**src/rtl/pcm_rom_arbiter_pkg.sv**
```systemverilog
// rtl/pcm_rom_arbiter_pkg.sv - shared types and constants for the PCM ROM line-buffer arbiter
package pcm_rom_arbiter_pkg;

  typedef enum logic [1:0] {
    ST_IDLE,
    ST_ISSUE,
    ST_WAIT
  } state_t;

  localparam int LINE_W = 64;
  localparam int OFF_W  = 3;

  function automatic logic [7:0] byte_sel(input logic [LINE_W-1:0] line,
                                          input logic [OFF_W-1:0]  off);
    return line[{off, 3'b000} +: 8];
  endfunction

endpackage

```
**src/rtl/pcm_line_buf.sv**
```systemverilog
// rtl/pcm_line_buf.sv - one-line read buffer per requester: hit compare, miss latch, fill and byte return
module pcm_line_buf
  import pcm_rom_arbiter_pkg::*;
#(
  parameter int AW = 18
) (
  input  logic                clk_sys,
  input  logic                reset_n,
  input  logic                inv,
  input  logic                rd,
  input  logic [AW-1:0]       addr,
  input  logic                fill_valid,
  input  logic [AW-OFF_W-1:0] fill_tag,
  input  logic [LINE_W-1:0]   fill_data,
  output logic                pending,
  output logic [AW-OFF_W-1:0] pend_tag,
  output logic [7:0]          data,
  output logic                rdy
);

  logic                valid;
  logic [AW-OFF_W-1:0] tag;
  logic [LINE_W-1:0]   line;
  logic [OFF_W-1:0]    pend_off;
  logic                accept;
  logic                hit;
  logic                fill;

  assign accept = rd & ~inv & ~pending;
  assign hit    = valid & (tag == addr[AW-1:OFF_W]);
  // Any pending request for the fill line is satisfied, granted or not.
  assign fill   = fill_valid & pending & (pend_tag == fill_tag);

  always_ff @(posedge clk_sys or negedge reset_n) begin
    if (!reset_n) begin
      valid    <= 1'b0;
      tag      <= '0;
      line     <= '0;
      pending  <= 1'b0;
      pend_tag <= '0;
      pend_off <= '0;
      data     <= '0;
      rdy      <= 1'b0;
    end else begin
      rdy <= 1'b0;
      if (inv) begin
        valid   <= 1'b0;
        pending <= 1'b0;
      end else if (fill) begin
        line    <= fill_data;
        tag     <= fill_tag;
        valid   <= 1'b1;
        pending <= 1'b0;
        rdy     <= 1'b1;
        data    <= byte_sel(fill_data, pend_off);
      end else if (accept) begin
        if (hit) begin
          rdy  <= 1'b1;
          data <= byte_sel(line, addr[OFF_W-1:0]);
        end else begin
          pending  <= 1'b1;
          pend_tag <= addr[AW-1:OFF_W];
          pend_off <= addr[OFF_W-1:0];
        end
      end
    end
  end

endmodule

```
**src/rtl/pcm_rom_arbiter.sv**
```systemverilog
// rtl/pcm_rom_arbiter.sv - two-requester ROM read arbiter with per-requester line buffers over a DDR channel
module pcm_rom_arbiter
  import pcm_rom_arbiter_pkg::*;
#(
  parameter int AW = 18
) (
  input  logic              clk_sys,
  input  logic              reset_n,
  input  logic              inv,
  input  logic [1:0]        rq_read,
  input  logic [AW-1:0]     rq_addr0,
  input  logic [AW-1:0]     rq_addr1,
  output logic [7:0]        rq_data0,
  output logic [7:0]        rq_data1,
  output logic [1:0]        rq_rdy,
  output logic [AW-1:0]     mem_addr,
  output logic              mem_req,
  input  logic              mem_ready,
  input  logic [LINE_W-1:0] mem_dout
);

  state_t              state;
  state_t              next;
  logic                last;
  logic                abandon;
  logic                pick;
  logic                fill_valid;
  logic [1:0]          pend;
  logic [AW-OFF_W-1:0] pend_tag0;
  logic [AW-OFF_W-1:0] pend_tag1;

  pcm_line_buf #(.AW(AW)) u_buf0 (
    .clk_sys(clk_sys), .reset_n(reset_n), .inv(inv),
    .rd(rq_read[0]), .addr(rq_addr0),
    .fill_valid(fill_valid), .fill_tag(mem_addr[AW-1:OFF_W]), .fill_data(mem_dout),
    .pending(pend[0]), .pend_tag(pend_tag0), .data(rq_data0), .rdy(rq_rdy[0])
  );

  pcm_line_buf #(.AW(AW)) u_buf1 (
    .clk_sys(clk_sys), .reset_n(reset_n), .inv(inv),
    .rd(rq_read[1]), .addr(rq_addr1),
    .fill_valid(fill_valid), .fill_tag(mem_addr[AW-1:OFF_W]), .fill_data(mem_dout),
    .pending(pend[1]), .pend_tag(pend_tag1), .data(rq_data1), .rdy(rq_rdy[1])
  );

  assign mem_req    = (state == ST_ISSUE);
  assign fill_valid = (state == ST_WAIT) & mem_ready & ~abandon & ~inv;

  always_comb begin
    next = state;
    pick = (pend == 2'b11) ? ~last : pend[1];
    case (state)
      ST_IDLE:  if ((|pend) && !inv) next = ST_ISSUE;
      ST_ISSUE: next = ST_WAIT;
      ST_WAIT:  if (mem_ready) next = ST_IDLE;
      default:  next = ST_IDLE;
    endcase
  end

  always_ff @(posedge clk_sys or negedge reset_n) begin
    if (!reset_n) begin
      state    <= ST_IDLE;
      last     <= 1'b1;
      abandon  <= 1'b0;
      mem_addr <= '0;
    end else begin
      state <= next;
      if (state == ST_IDLE && next == ST_ISSUE) begin
        mem_addr <= {(pick ? pend_tag1 : pend_tag0), {OFF_W{1'b0}}};
        // The pointer only moves on contested grants.
        if (pend == 2'b11) last <= pick;
      end
      // An invalidate after the request is issued poisons the returning line.
      if (state == ST_IDLE) abandon <= 1'b0;
      else if (inv)         abandon <= 1'b1;
    end
  end

endmodule

```
**config.mk**
```make
export PLATFORM = sky130hd
export DESIGN_NAME = pcm_rom_arbiter
export DESIGN_NICKNAME = d
export VERILOG_FILES = /design/src/rtl/pcm_rom_arbiter_pkg.sv /design/src/rtl/pcm_line_buf.sv /design/src/rtl/pcm_rom_arbiter.sv
export SDC_FILE = /design/constraint.sdc
export NUM_CORES = 1
export LEC_CHECK = 0
export ABC_AREA = 1
export BUFFER_PORTS_ARGS = -buffer_cell sky130_fd_sc_hd__buf_4
export CAP_MARGIN = 20
export CELL_PAD_IN_SITES_DETAIL_PLACEMENT = 1
export CELL_PAD_IN_SITES_GLOBAL_PLACEMENT = 1
export CORE_ASPECT_RATIO = 1.5
export CORE_MARGIN = 3
export CORE_UTILIZATION = 43
export CTS_CLUSTER_DIAMETER = 150
export DETAILED_ROUTE_END_ITERATION = 10
export PLACE_DENSITY = 0.77
export SYNTH_ARGS = -nofsm -noshare
export SYNTH_HDL_FRONTEND = slang
export SYNTH_SLANG_ARGS = --single-unit
```
**constraint.sdc**
```tcl
create_clock -name clk_sys -period 1.8 [get_ports clk_sys]
set_input_delay 0.18 -clock clk_sys [delete_from_list [all_inputs] [get_ports clk_sys]]
set_output_delay 0.18 -clock clk_sys [all_outputs]
set_load 0.05 [all_outputs]
```
==> reports/qor.yml, run 1 <==
die-area_mm2: 0.03385
power_per_cell_area_mw_per_mm2: 991.2
place_congestion: 0.9483
core_area_mm2: 0.03114
hold_viol_final: 0
vias: 15000
routed_via_density: 5.598
syn_avg_cell_area_um2: 6.825
synth-warning-count: 0
drtIter0Drc: 951
gr-total-overflow: 0
startpoint: "mem_addr[12]$_DFFE_PN0P_"
numCtsBuffers: 25
hold_depth: 3
clock_path_buffers: 3
num_rows: 79
ys_ff_latch: 235
finalSetupViolations: 88
clock_latency_ps: 560
drive_above_1_share_pct: 21.81
finalSetupTns_ps: -4044
timing.final.ws_setup_ps: -88.17
worstPathRequired_ps: 2240
n_antenna_cell: 0
seq_area_frac_synth_pct: 43.24
grt_pass1_wl_um: 85610
avgRoutedWirePerCell_um: 22.34
clock_sinks: 235
drt_wl_total_um: 59850
chipWidth_um: 151.2
io_pins: 143
violations: "setup timing"
grt_pass1_vias: 15650
dpl_cell_area_mm2: 0.01558
netlist_area_mm2: 0.01360
first_pass_iters: 5
die_y_um: 223.8
start_kind: "flop"
final_area_mm2: 0.01796
grt_setup_unrepaired: "yes"
fmax_ghz: 0.5296
post-route-util_pct: 57.69
initial_core_util_pct: 43.69
antenna_found_initial: 0
crit_type: "flop to flop"
h-tree-depth: 1
r2r-start: "mem_addr[12]$_DFFE_PN0P_"
path_clk_slew_ps: 70
cts-root-buf: "clkbuf_16"
endpoint_kind: "flop"
critPathArrivalTime_ps: 2320
drv_cap: 0
hold_class: "input port to flop"
cellLeakagePower_nw: 9.437
fin_skew_ps: 23.67
io_buffers: 139
place_inst: 2537
finalNetCount: 2363
period_share_pct: 104.9
synth_cells: 1993
hpwl_um: 39450
route.detailed.drc: 0
hp-start: "mem_dout[49]"
power_mw: 17.80
grt_max_degree: 86
grt.total_usage_pct: 32.64
status: "finished, violations left"
fin_crit_ps: 1888
path_max_fanout: 13
rr_worst_depth: 11
slew_viol_final: 0
ir_worst_vdd_v: 0.0007793
synth.distinct_cells: 30
stdcell_count: 2679
ant_nets: 0
synthToLayoutAreaGrowth_pct: 32.04
cts_tree: "yes"
-- worst max-delay path: stages, from the launching register on --
cell,delay [ps]
dfrtp_2,450
buf_4,150
nand2_1,80
nand2_1,100
nor2_1,120
nand2_1,90
nor2_2,130
nand3_4,120
clkbuf_16,230
clkbuf_16,190
nand2_1,80
o21ai_2,50
-- cell usage after synthesis, drive strengths merged --
cell	number	share of area (%)
nand2	755	21
o21ai	270	11
dfrtp	234	43
nor2	219	6.2
inv	187	5.2
nand3	133	4.9
buf	52	2.7
clkbuf	52	1.5
nand4	29	1.3
a21oi	22	0.81
o22ai	15	0.69
nor3	8	0.29
nand3b	5	0.28
xnor2	4	0.26
xor2	4	0.26
conb	1	0.028
dfstp	1	0.19
nor3b	1	0.055
o21bai	1	0.055
-- logic make-up (layout without fill, tap and decap cells) --
| family | Yosys count | after routing | synth area share, % |
|---|---|---|---|
| flops | 235 | 235 | 43.24 |
| simple gates | 1150 | 1150 | 34.02 |
| buf+inv | 291 | 570 | 9.327 |
| xor+xnor | 8 | 8 | 0.5150 |
| other cells | 1 | 3 | 0.02757 |
| compound gates | 308 | 308 | 12.87 |
-- through the flow --
step	setup slack [ps]	hold slack, ps
floorplan	19.12	-115.6
global route	-180.7	-3.493
CTS	-33.77	2.018
finish	-88.17	6.013
detailed placement	-120.9	44.29
global placement	-94.72	46.21
-- repair_timing --
action                                  in CTS  in global routing
hold buffers                                52                  0
cloned                                       1                 18
endpoints found under the hold margin      287                  0
buffers inserted                            16                 11
pin swaps                                    6                  9
endpoints found under the setup margin     152                172
resized for setup                           33                134
-- layout make-up --
cell class / instances / area [um2]
inverter: 187 / 704.4
clock buffer: 41 / 735.7
clock inverter: 3 / 15.01
sequential: 235 / 5908
multi-input combinational: 1469 / 6888
fill: 3970 / 13180
tap: 405 / 506.7
timing repair buffer: 339 / 3203
-- metal layers --
layer,up-vias,global-route usage (%),routed length (um)
li1,6822,-,-
met1,7391,35.46,21010
met2,571,59.64,31360
met3,212,3.137,2886
met4,0,20.46,4595
met5,-,0,0
-- path summary, 6_finish.rpt --
check                                              end  slack [ps]
min in group asynchronous    u_buf1.tag[5]$_DFFE_PN0P_          60
setup reg to reg           u_buf1.line[55]$_DFFE_PN0P_         -90
setup / recovery           u_buf1.line[55]$_DFFE_PN0P_         -90
hold / removal             u_buf1.line[49]$_DFFE_PN0P_           6
max in group asynchronous  u_buf1.line[33]$_DFFE_PN0P_        1020
hold reg to reg            u_buf0.line[49]$_DFFE_PN0P_         480
-- state kept, by name (all words and copies together) (netlist names) --
name	flops
u_buf0.rdy	1
abandon	1
u_buf0.line	64
last	1
u_buf1.pend_off	3
u_buf1.pend_tag	15
u_buf1.line	64
u_buf0.valid	1
u_buf0.data	8
u_buf0.pending	1
u_buf0.pend_tag	15
u_buf0.pend_off	3
u_buf1.data	8
u_buf1.rdy	1
u_buf0.tag	15
mem_addr	15
u_buf1.tag	15
u_buf1.pending	1
state	2
u_buf1.valid	1
-- where the power goes --
part | internal, mW | leakage, nW | switching [mW] | total [mW]
logic | 2.40 | 5.97 | 4.13 | 6.53
clock network | 2.77 | 0.369 | 2.27 | 5.04
registers | 5.66 | 3.09 | 0.573 | 6.23
total | 10.8 | 9.44 | 6.97 | 17.8
-- cell usage in the layout, fill, tap and decap left out, types with 33 or more instances in the layout --
cell	netlist	layout
o21ai_2	50	60
buf_4	6	245
o21ai_1	54	65
nand2_2	4	33
clkbuf_16	0	36
o21ai_0	166	145
dfrtp_1	234	213
nand3_1	132	129
nor2_1	213	204
dlygate4sd3_1	0	52
inv_1	182	177
nand2_1	751	697
Note: power is estimated with default switching activity, not from simulation.
==> inputs of run 2 (changes only) <==
==> constraint.sdc (replaced) <==
create_clock -name clk_sys -period 1.8 [get_ports clk_sys]
set_input_delay 0.18 -clock clk_sys [delete_from_list [all_inputs] [get_ports clk_sys]]
set_output_delay 0.18 -clock clk_sys [all_outputs]
set_load 0.01 [all_outputs]
==> run 2 against run 1 <==
The run still ends with setup timing left. Register-to-register slack gained 40 ps. Power grew 0.19%. Non-clock buffer count rose by 20. Wire length is 0.15% lower. Clock-buffer cell count up 4. Final cell count grew 0.86%. Sequential cell count stayed put.
==> reports/qor.yml, run 2 (synthesized netlist as in run 1, its figures left out) <==
slew_headroom_pct: 55.52
slew_viol_final: 0  # unchanged
vias: 14920  # -0.53%
grt_max_degree: 62  # -28%
cts-root-buf: "clkbuf_16"
rr_worst_depth: 10  # -1
place_inst: 2566  # +1.1%
grt_setup_unrepaired: "yes"
io_pins: 143  # unchanged
path_clk_slew_ps: 60  # about the same
layout_commonest_cell: "nand2_1"
startpoint: "u_buf1.pend_tag[3]$_DFFE_PN0P_"
hp-start: "mem_dout[33]"
clock_sinks: 235  # unchanged
period_share_pct: 102.5  # -2.4 points
drive_above_1_share_pct: 21.46  # -0.35 points
worstPathRequired_ps: 2250  # about the same
grt_pass1_vias: 15600  # -0.31%
die-area_mm2: 0.03385  # unchanged
hold_viol_final: 0  # unchanged
avgRoutedWirePerCell_um: 22.12  # -1.0%
stdcell_count: 2702  # +0.86%
start_kind: "flop"
final_area_mm2: 0.01813  # +0.93%
drtIter0Drc: 883  # -7.2%
hold_class: "input port to flop"
routed_via_density: 5.520  # -1.4%
power_per_cell_area_mw_per_mm2: 983.8  # -0.74%
ir_worst_vdd_v: 0.0007319  # -6.1%
cellLeakagePower_nw: 9.561  # +1.3%
grt_pass1_wl_um: 87270  # +1.9%
violations: "setup timing"
route.detailed.drc: 0  # unchanged
fin_crit_ps: 1845  # -43.20 ps
fmax_ghz: 0.5420  # +2.3%
clock_latency_ps: 560  # about the same
hold_end: "u_buf1.line[33]$_DFFE_PN0P_"
status: "finished, violations left"
critPathArrivalTime_ps: 2290  # -30 ps
dpl_cell_area_mm2: 0.01582  # +1.5%
grt.total_usage_pct: 33.57  # +0.93 points
timing.final.ws_setup_ps: -44.98  # +43.20 ps
drv_cap: 0  # unchanged
gr-total-overflow: 0  # unchanged
num_rows: 79  # unchanged
antenna_found_initial: 0  # unchanged
endpoint_kind: "flop"
clock_path_buffers: 3  # unchanged
layout_common_cells: "707 x nand2_1, 256 x buf_4, 219 x dfrtp_1"
cts_tree: "yes"
numCtsBuffers: 27  # +8.0%
fin_skew_ps: 20.39  # -3.281 ps
chipWidth_um: 151.2  # unchanged
hold_depth: 3  # unchanged
io_buffers: 139  # unchanged
first_pass_iters: 5  # unchanged
drt_wl_total_um: 59760  # -0.15%
finalSetupViolations: 70  # -20%
die_y_um: 223.8  # unchanged
synthToLayoutAreaGrowth_pct: 33.27
path_max_fanout: 10  # -3
r2r_slack_ps: -40  # +40 ps
ant_nets: 0  # unchanged
core_area_mm2: 0.03114  # unchanged
tightest_slew_ps: 667.3
initial_core_util_pct: 43.69  # unchanged
crit_type: "flop to flop"
n_antenna_cell: 0  # unchanged
finalNetCount: 2385  # +0.93%
fillers: 3965  # -0.13%
h-tree-depth: 1  # unchanged
place_congestion: 0.9754  # +2.9%
hpwl_um: 40390  # +2.4%
reg_top3: "u_buf0.line: 64 flops, u_buf1.line: 64 flops"
hold_slack_ps: 13.49  # +7.475 ps
r2r-start: "u_buf1.pend_tag[3]$_DFFE_PN0P_"
reg2reg_to: "u_buf1.tag[13]$_DFFE_PN0P_"
[run 2: worst max-delay path by stage]
stage | end | slack, ps | depth (start not counted)
floorplan | u_buf1.line[40]$_DFFE_PN0P_ | 210 | 10
global placement | u_buf0.tag[6]$_DFFE_PN0P_ | -220 | 10
detailed placement | u_buf0.tag[6]$_DFFE_PN0P_ | -210 | 10
CTS | u_buf0.line[24]$_DFFE_PN0P_ | -3 | 10
global route | u_buf0.data[4]$_DFFE_PN0P_ | -150 | 12
finish | u_buf1.tag[13]$_DFFE_PN0P_ | -40 | 10
[run 2: area by class of cell]
| cell class | instances | area (um2) | share of cell area, % |
|---|---|---|---|
| Timing Repair Buffer | 359 | 3367 | 18.57 |
| Clock inverter | 2 | 13.76 | 0.07592 |
| Multi-Input combinational cell | 1469 | 6815 | 37.59 |
| Clock buffer | 45 | 823.3 | 4.541 |
| Sequential cell | 235 | 5901 | 32.55 |
| Inverter | 187 | 701.9 | 3.872 |
| Tap cell | 405 | 506.7 | 2.795 |
[run 2: per-layer routing]
metal	global-route usage (%)	wire [um]	vias up
li1	-	-	6848
met2	59.62	30840	530
met3	3.643	2655	217
met4	22.86	4928	0
met5	0	0	-
met1	36.97	21340	7321
[run 2: worst max-delay path, stage by stage, from the launching register on]
cell and delay [ps]:
dfrtp_2 470, nand2_1 170, nand2_1 100, nor2_1 120
nand2_1 80, nor2_2 150, nand3_4 100, buf_12 180
clkbuf_16 180, nand2_1 80, o21ai_1 80
[run 2: through the flow]
step	setup TNS (ps)	total power [mW]	utilization, %	setup slack, ps
floorplan	0	8.600	-	211.0
global placement	-6401	11.72	50.80	-218.7
detailed placement	-10880	11.85	50.80	-214.6
CTS	-5.103	17.53	56.30	-3.127
global route	-14280	18.62	58.22	-148.0
finish	-1067	17.84	58.22	-44.98
[run 2: timing repair]
action,CTS,global route
gates resized for setup,45,84
gates cloned,3,12
endpoints found under the hold margin,117,0
buffers inserted,3,11
pin swaps,7,18
hold buffers,61,0
endpoints found under the setup margin,173,186
[run 2: where the power goes]
group	leakage (nW)	internal [mW]	switching [mW]	total, mW
Clock	0.410	3.08	2.30	5.38
Sequential	3.10	5.65	0.522	6.17
Combinational	6.05	2.60	3.69	6.29
Total	9.56	11.3	6.51	17.8
